**src/rtl/bus_ctrl_pkg.sv**
```systemverilog
// Shared types and constants for the datapath bus controller: FSM encoding,
// source/destination indices and default sizing.
package bus_ctrl_pkg;

  localparam int P_NUM_SRC  = 7;
  localparam int P_NUM_DST  = 10;
  localparam int P_MAX_HOLD = 15;

  typedef enum logic [1:0] {
    ST_IDLE  = 2'd0,
    ST_GRANT = 2'd1,
    ST_HOLD  = 2'd2
  } state_t;

  localparam int SRC_ALU    = 0;
  localparam int SRC_RAM    = 1;
  localparam int SRC_IO     = 2;
  localparam int SRC_REGS   = 3;
  localparam int SRC_PC     = 4;
  localparam int SRC_FLAGS  = 5;
  localparam int SRC_OFFSET = 6;

  localparam int DST_RAM    = 0;
  localparam int DST_IO     = 1;
  localparam int DST_REGS   = 2;
  localparam int DST_PC     = 3;
  localparam int DST_FLAGS  = 4;
  localparam int DST_MA     = 5;
  localparam int DST_IOA    = 6;
  localparam int DST_T1     = 7;
  localparam int DST_T2     = 8;
  localparam int DST_IR     = 9;

endpackage

```
**src/rtl/bus_arbiter_if.sv**
```systemverilog
// Request/grant bundle between the requesting units and the bus arbiter.
interface bus_arbiter_if
  import bus_ctrl_pkg::*;
#(
  parameter int p_num_src = P_NUM_SRC,
  parameter int p_num_dst = P_NUM_DST
);
  logic [p_num_src-1:0]           i_w_req;
  logic [p_num_src-1:0]           i_w_lock;
  logic [p_num_src*p_num_dst-1:0] i_w_dst_sel;
  logic [p_num_src-1:0]           o_w_gnt;
  logic [p_num_dst-1:0]           o_w_ld_en;
  logic                           o_w_busy;
  logic                           o_w_timeout;

  modport master (
    output i_w_req, i_w_lock, i_w_dst_sel,
    input  o_w_gnt, o_w_ld_en, o_w_busy, o_w_timeout
  );

  modport slave (
    input  i_w_req, i_w_lock, i_w_dst_sel,
    output o_w_gnt, o_w_ld_en, o_w_busy, o_w_timeout
  );
endinterface

```
**src/rtl/rr_priority_picker.sv**
```systemverilog
// Combinational round-robin picker: first requester at or after ptr (wrapping),
// with an exclusion mask applied before the search.
module rr_priority_picker #(
  parameter  int p_num = 7,
  localparam int IW    = (p_num > 1) ? $clog2(p_num) : 1
) (
  input  logic [p_num-1:0] req,
  input  logic [p_num-1:0] excl,
  input  logic [IW-1:0]    ptr,
  output logic [p_num-1:0] win,
  output logic             vld,
  output logic [IW-1:0]    idx
);

  logic [p_num-1:0] cand;
  logic [IW-1:0]    k;
  int               pos;

  assign cand = req & ~excl;

  always_comb begin
    win = '0;
    vld = 1'b0;
    idx = '0;
    k   = '0;
    pos = 0;
    for (int i = 0; i < p_num; i++) begin
      pos = int'(ptr) + i;
      if (pos >= p_num) pos = pos - p_num;
      k = IW'(pos);
      if (!vld && cand[k]) begin
        vld    = 1'b1;
        win[k] = 1'b1;
        idx    = k;
      end
    end
  end

endmodule

```
**src/rtl/bus_arbiter.sv**
```systemverilog
// Single owner of the OR-combined datapath bus: round-robin grant with bounded
// lock, registered one-hot grant and per-destination load enables.
module bus_arbiter
  import bus_ctrl_pkg::*;
#(
  parameter int p_num_src  = P_NUM_SRC,
  parameter int p_num_dst  = P_NUM_DST,
  parameter int p_max_hold = P_MAX_HOLD
) (
  input logic          i_w_clk,
  input logic          i_w_rst_n,
  bus_arbiter_if.slave bus
);

  localparam int IW = (p_num_src > 1) ? $clog2(p_num_src) : 1;
  localparam int CW = $clog2(p_max_hold + 1);

  state_t               state_q, state_d;
  logic [IW-1:0]        owner_q, owner_d;
  logic [IW-1:0]        ptr_q, ptr_d;
  logic [CW-1:0]        cnt_q, cnt_d;
  logic [p_num_src-1:0] gnt_q, gnt_d;
  logic [p_num_dst-1:0] ld_en_q, ld_en_d;
  logic                 busy_q, busy_d;
  logic                 timeout_q, timeout_d;

  logic                 hold_ok, expire;
  logic [p_num_src-1:0] excl;
  logic [p_num_src-1:0] pick_win;
  logic                 pick_vld;
  logic [IW-1:0]        pick_idx;

  // A lock only counts for the current owner, and only while it still requests.
  assign hold_ok = (state_q != ST_IDLE) && bus.i_w_req[owner_q] && bus.i_w_lock[owner_q];
  assign expire  = hold_ok && (cnt_q == CW'(p_max_hold - 1));

  always_comb begin
    excl = '0;
    if (expire) excl[owner_q] = 1'b1;
  end

  rr_priority_picker #(.p_num(p_num_src)) u_pick (
    .req  (bus.i_w_req),
    .excl (excl),
    .ptr  (ptr_q),
    .win  (pick_win),
    .vld  (pick_vld),
    .idx  (pick_idx)
  );

  always_comb begin
    state_d   = ST_IDLE;
    owner_d   = owner_q;
    ptr_d     = ptr_q;
    cnt_d     = '0;
    gnt_d     = '0;
    timeout_d = expire;
    if (hold_ok && !expire) begin
      state_d = ST_HOLD;
      cnt_d   = cnt_q + CW'(1);
      gnt_d   = gnt_q;
    end else if (pick_vld) begin
      state_d = ST_GRANT;
      owner_d = pick_idx;
      gnt_d   = pick_win;
      ptr_d   = (pick_idx == IW'(p_num_src - 1)) ? '0 : pick_idx + IW'(1);
    end
  end

  // Load enables follow the grant; an empty grant selects no slice.
  always_comb begin
    ld_en_d = '0;
    for (int s = 0; s < p_num_src; s++) begin
      if (gnt_d[s]) ld_en_d = bus.i_w_dst_sel[s*p_num_dst +: p_num_dst];
    end
    busy_d = |gnt_d;
  end

  always_ff @(posedge i_w_clk or negedge i_w_rst_n) begin
    if (!i_w_rst_n) begin
      state_q   <= ST_IDLE;
      owner_q   <= '0;
      ptr_q     <= '0;
      cnt_q     <= '0;
      gnt_q     <= '0;
      ld_en_q   <= '0;
      busy_q    <= 1'b0;
      timeout_q <= 1'b0;
    end else begin
      state_q   <= state_d;
      owner_q   <= owner_d;
      ptr_q     <= ptr_d;
      cnt_q     <= cnt_d;
      gnt_q     <= gnt_d;
      ld_en_q   <= ld_en_d;
      busy_q    <= busy_d;
      timeout_q <= timeout_d;
    end
  end

  assign bus.o_w_gnt     = gnt_q;
  assign bus.o_w_ld_en   = ld_en_q;
  assign bus.o_w_busy    = busy_q;
  assign bus.o_w_timeout = timeout_q;

endmodule

```
**src/flat_wrapper.sv**
```systemverilog
// flat-port wrapper written by rule: the top's interface ports become plain ports
module bus_arbiter_flat import bus_ctrl_pkg::*;
#(
  parameter int p_num_src  = P_NUM_SRC,
  parameter int p_num_dst  = P_NUM_DST,
  parameter int p_max_hold = P_MAX_HOLD
)
  (i_w_clk, i_w_rst_n, bus_i_w_req, bus_i_w_lock, bus_i_w_dst_sel, bus_o_w_gnt, bus_o_w_ld_en, bus_o_w_busy, bus_o_w_timeout);
  bus_arbiter_if #(.p_num_src(p_num_src), .p_num_dst(p_num_dst)) bus_i ();
  input logic i_w_clk;
  input logic i_w_rst_n;
  input wire logic [$bits(bus_i.i_w_req)-1:0] bus_i_w_req;
  input wire logic [$bits(bus_i.i_w_lock)-1:0] bus_i_w_lock;
  input wire logic [$bits(bus_i.i_w_dst_sel)-1:0] bus_i_w_dst_sel;
  output wire logic [$bits(bus_i.o_w_gnt)-1:0] bus_o_w_gnt;
  output wire logic [$bits(bus_i.o_w_ld_en)-1:0] bus_o_w_ld_en;
  output wire logic [$bits(bus_i.o_w_busy)-1:0] bus_o_w_busy;
  output wire logic [$bits(bus_i.o_w_timeout)-1:0] bus_o_w_timeout;
  assign bus_i.i_w_req = bus_i_w_req;
  assign bus_i.i_w_lock = bus_i_w_lock;
  assign bus_i.i_w_dst_sel = bus_i_w_dst_sel;
  assign bus_o_w_gnt = bus_i.o_w_gnt;
  assign bus_o_w_ld_en = bus_i.o_w_ld_en;
  assign bus_o_w_busy = bus_i.o_w_busy;
  assign bus_o_w_timeout = bus_i.o_w_timeout;
  bus_arbiter #(.p_num_src(p_num_src), .p_num_dst(p_num_dst), .p_max_hold(p_max_hold)) u_core (.i_w_clk(i_w_clk), .i_w_rst_n(i_w_rst_n), .bus(bus_i));
endmodule
```
**config.mk**
```make
export PLATFORM = sky130hd
export DESIGN_NAME = bus_arbiter_flat
export DESIGN_NICKNAME = d
export VERILOG_FILES = /design/src/rtl/bus_ctrl_pkg.sv /design/src/rtl/bus_arbiter_if.sv /design/src/rtl/rr_priority_picker.sv /design/src/rtl/bus_arbiter.sv /design/src/flat_wrapper.sv
export SDC_FILE = /design/constraint.sdc
export NUM_CORES = 1
export LEC_CHECK = 0
export BUFFER_PORTS_ARGS = -buffer_cell sky130_fd_sc_hd__buf_2
export CAP_MARGIN = 40
export CORE_MARGIN = 5
export CORE_UTILIZATION = 41
export DETAILED_ROUTE_END_ITERATION = 12
export GPL_ROUTABILITY_DRIVEN = 1
export GPL_TIMING_DRIVEN = 0
export PLACE_DENSITY = 0.61
export REMOVE_ABC_BUFFERS = 1
export SETUP_SLACK_MARGIN = 0.15
export SYNTH_ARGS = -nofsm -noshare
export SYNTH_HDL_FRONTEND = slang
export SYNTH_HIERARCHICAL = 1
export SYNTH_SLANG_ARGS = --single-unit
```
**constraint.sdc**
```tcl
create_clock -name i_w_clk -period 15.7 [get_ports i_w_clk]
set_clock_uncertainty 0.1 [all_clocks]
set_input_delay 3.925 -clock i_w_clk [delete_from_list [all_inputs] [get_ports i_w_clk]]
set_output_delay 3.925 -clock i_w_clk [all_outputs]
set_load 0.02 [all_outputs]
```
==> impl_metrics.json <==
{
  "cts_sinks": 31,
  "cts_hold_buf": 0,
  "ys_seq_area_frac": 0.1669,
  "cp.required_ps": 15770,
  "timing.fmax_mhz": 102.2,
  "io_pins": 105,
  "synthDistinctLibCells": 96,
  "tightest_slew_ps": 964.7,
  "diodes": 0,
  "worst_path_dominant_cell_family": "simple AND/OR/NAND/NOR gates",
  "slowest_stage": "o41ai_1",
  "drt_pass1_iterations": 5,
  "status": "finished clean",
  "drc": 0,
  "fin_util": 0.4877,
  "die-area_um2": 13560,
  "root_buffer": "clkbuf_16",
  "arrival_ps": 9850,
  "slew_headroom": 0.3540,
  "critPathCaptureType": "flop",
  "fin_crit_ps": 9789,
  "crit_type": "input pin to flop",
  "grt_use_total": 0.2443,
  "netlist_instances": 580,
  "drive_above_1_share": 0.2644,
  "hold_class": "flop to flop",
  "reg2reg_from": "u_core/ptr_q[0]$_DFFE_PN0P_",
  "avgSynthCellArea_um2": 8.012,
  "holdPathStages": 1,
  "syn_area_um2": 4647,
  "drt_iter0_markers": 447,
  "grt_max_degree": 41,
  "vias_per_cell": 6.470,
  "hold_path.startpoint": "u_core/cnt_q[0]$_DFF_PN0_",
  "yosys_register_bits": 31,
  "hold_viol_final": 0,
  "clk_pin_slew_ps": 60,
  "setup_tns_ps": 0,
  "async_reset_ff_frac": 1.000,
  "placed_cell_area_um2": 5175,
  "path_buf_inv": 2,
  "worstReg2RegEnd": "u_core/bus.o_w_ld_en[7]$_DFF_PN0_",
  "cap_viol_max_count": 0,
  "nNetsFinal": 758,
  "cts_setup_buffers": 0,
  "port_buffers": 104,
  "grt_pass1_vias": 5046,
  "cts_inserted_buffers": 5,
  "area_growth_pct": 15.27,
  "start_kind": "input pin",
  "setup_viol": 0,
  "grt_first_pass_wirelength_mm": 26.36,
  "crit_fanout": 11,
  "clk_latency_ps": 270,
  "finish.instance_area_um2": 5356,
  "cts_resized": 0,
  "period_share": 0.6235,
  "slowest_delay_ps": 690,
  "path_cells": "buf_2 > mux2i_1 > nor3b_1 > nor4_1 > nor3_1 > nand2b_1 > nor2_1 > nand2b_1 > a21oi_1 > o41ai_1 > a211oi_4 > or4b_4 > nor4b_4 > nand4b_1 > nand4_1 > and2_1 > mux2i_1 > buf_4 > o22a_1 > a31o_2",
  "initial_core_util": 0.4231,
  "die_w_um": 116.5,
  "synth_edf_count": 0,
  "clockBufferDepth": 2,
  "die_h_um": 116.5,
  "ff2ff_path_depth": 15,
  "hpwl_mm": 12.82,
  "antenna_found_initial": 0,
  "num_vias": 5163,
  "wl_per_cell_um": 20.94,
  "ys.flop_type": "dfrtp_1",
  "whs_endpoint": "u_core/cnt_q[0]$_DFF_PN0_",
  "routabilityCongestion": 0.9413,
  "wirelength_mm": 16.71,
  "rsz0062_at_grt": "no",
  "gr-total-overflow": 0,
  "cts_tree": "built",
  "rows": 38,
  "h-tree-depth": 2,
  "slew_viol_final": 0,
  "fp.coreArea_um2": 10980,
  "ant_nets": 0,
  "r2r_slack_ps": 8830,
  "yosysWarnings": 6
}
-- per-layer routing --
layer	track usage	vias up	part of all wire
met1	0.3440	2498	0.44
met2	0.3818	216	0.46
met3	0.04819	24	0.080
met5	0	-	0
met4	0.06574	0	0.020
li1	-	2425	-
-- cell type report --
type                    count  area (µm²)
well taps                 140       175.2
flip-flops and latches     31       775.7
fillers                  1094        5627
clock inverters             2       35.03
inverters                  14       55.05
clock buffers               6       138.9
multi-input cells         491        3561
repair buffers            114       615.6
-- synthesized netlist by cell type (4+ instances only) --
master,count,area share
or3_1,4,0.0054
nand4b_1,6,0.011
inv_1,11,0.0089
nor2b_1,13,0.018
a21oi_1,39,0.042
o21ai_0,20,0.022
a31o_2,7,0.013
buf_6,9,0.022
o22ai_1,4,0.0054
mux2i_1,15,0.032
a31oi_1,20,0.027
a21o_1,5,0.0081
a22oi_1,6,0.0097
and3b_1,6,0.011
xnor2_1,5,0.0094
o21a_1,4,0.0065
o211ai_1,6,0.0097
ha_1,14,0.038
dfrtp_1,31,0.17
nor3_1,13,0.014
nand4_1,8,0.011
o21ai_1,6,0.0065
mux2_2,6,0.015
buf_2,12,0.013
nand2b_1,19,0.026
o21ba_2,10,0.022
nand2_1,55,0.044
a221o_1,12,0.026
clkbuf_1,19,0.015
a41oi_1,12,0.023
nor4_1,8,0.011
a21oi_2,4,0.0075
and3_1,4,0.0054
or4b_1,11,0.024
nand3_1,25,0.027
o22a_1,10,0.019
nor2_1,29,0.023
a211oi_1,5,0.0081
nor3b_1,5,0.0081
and2_1,7,0.0094
-- stage by stage --
stage          instances  setup slack [ps]  hold WS [ps]
2_1_floorplan        536              7115         352.2
4_1_cts              797              6031         383.0
3_3_place_gp         780              5697         374.0
3_5_place_dp         789              5752         376.0
5_1_grt              798              5570         408.9
6_report             798              5911         379.0
-- worst max path at each step --
stage | from | endpoint | slack [ps] | cells past startpoint
2_1_floorplan | bus_i_w_req[6] | u_core/bus.o_w_ld_en[1]$_DFF_PN0_ | 7120 | 18
3_3_place_gp | bus_i_w_lock[1] | u_core/bus.o_w_busy$_DFF_PN0_ | 5700 | 18
3_5_place_dp | bus_i_w_req[6] | u_core/bus.o_w_ld_en[7]$_DFF_PN0_ | 5750 | 20
4_1_cts | bus_i_w_req[6] | u_core/bus.o_w_ld_en[7]$_DFF_PN0_ | 6030 | 20
5_1_grt | bus_i_w_req[6] | u_core/bus.o_w_ld_en[8]$_DFF_PN0_ | 5570 | 20
6_report | bus_i_w_req[6] | u_core/bus.o_w_ld_en[7]$_DFF_PN0_ | 5910 | 20
-- sequential cells by signal (all words and copies together), names as in the netlist --
register and flops:
u_core/state_q 2, u_core/owner_q 3, u_core/bus.o_w_busy 1, u_core/bus.o_w_timeout 1, u_core/bus.o_w_ld_en 10, u_core/cnt_q 4
u_core/ptr_q 3, u_core/bus.o_w_gnt 7
-- logic make-up after synthesis --
logic type               share of synthesized area
adder cells (fa/ha/maj)                    0.04200
multiplexers                               0.05869
XOR/XNOR                                   0.02450
buffers and inverters                      0.06677
AND/OR/NAND/NOR                             0.2975
AO/OA/AOI/OAI                               0.3436
flip-flops                                  0.1669
-- placed cells by master, fill, tap and decap left out, drive strengths merged, types with 5 or more instances in the layout --
cell / synthesis / routed
a31o: 10 / 10
a21oi: 43 / 43
mux2i: 16 / 16
nand3: 25 / 25
nor2: 29 / 29
a41oi: 12 / 12
xnor2: 6 / 6
nand2: 56 / 56
a211oi: 6 / 6
a31oi: 20 / 20
nand2b: 19 / 19
and3b: 6 / 6
nor4: 9 / 9
ha: 14 / 14
or4b: 12 / 12
a21o: 5 / 5
o21ba: 10 / 10
inv: 13 / 13
o21ai: 26 / 26
nor3b: 5 / 5
and2: 7 / 7
a221o: 12 / 12
clkbuf: 19 / 6
mux2: 7 / 7
and3: 5 / 5
nand4: 8 / 8
o31ai: 5 / 5
buf: 25 / 114
a22oi: 6 / 6
nand4b: 6 / 6
dfrtp: 31 / 31
nor3: 14 / 14
o211ai: 6 / 6
o22a: 10 / 10
nor2b: 14 / 14
Power is not shown: default switching activity piles up to over one toggle a cycle in this logic, so the estimate is an artifact.
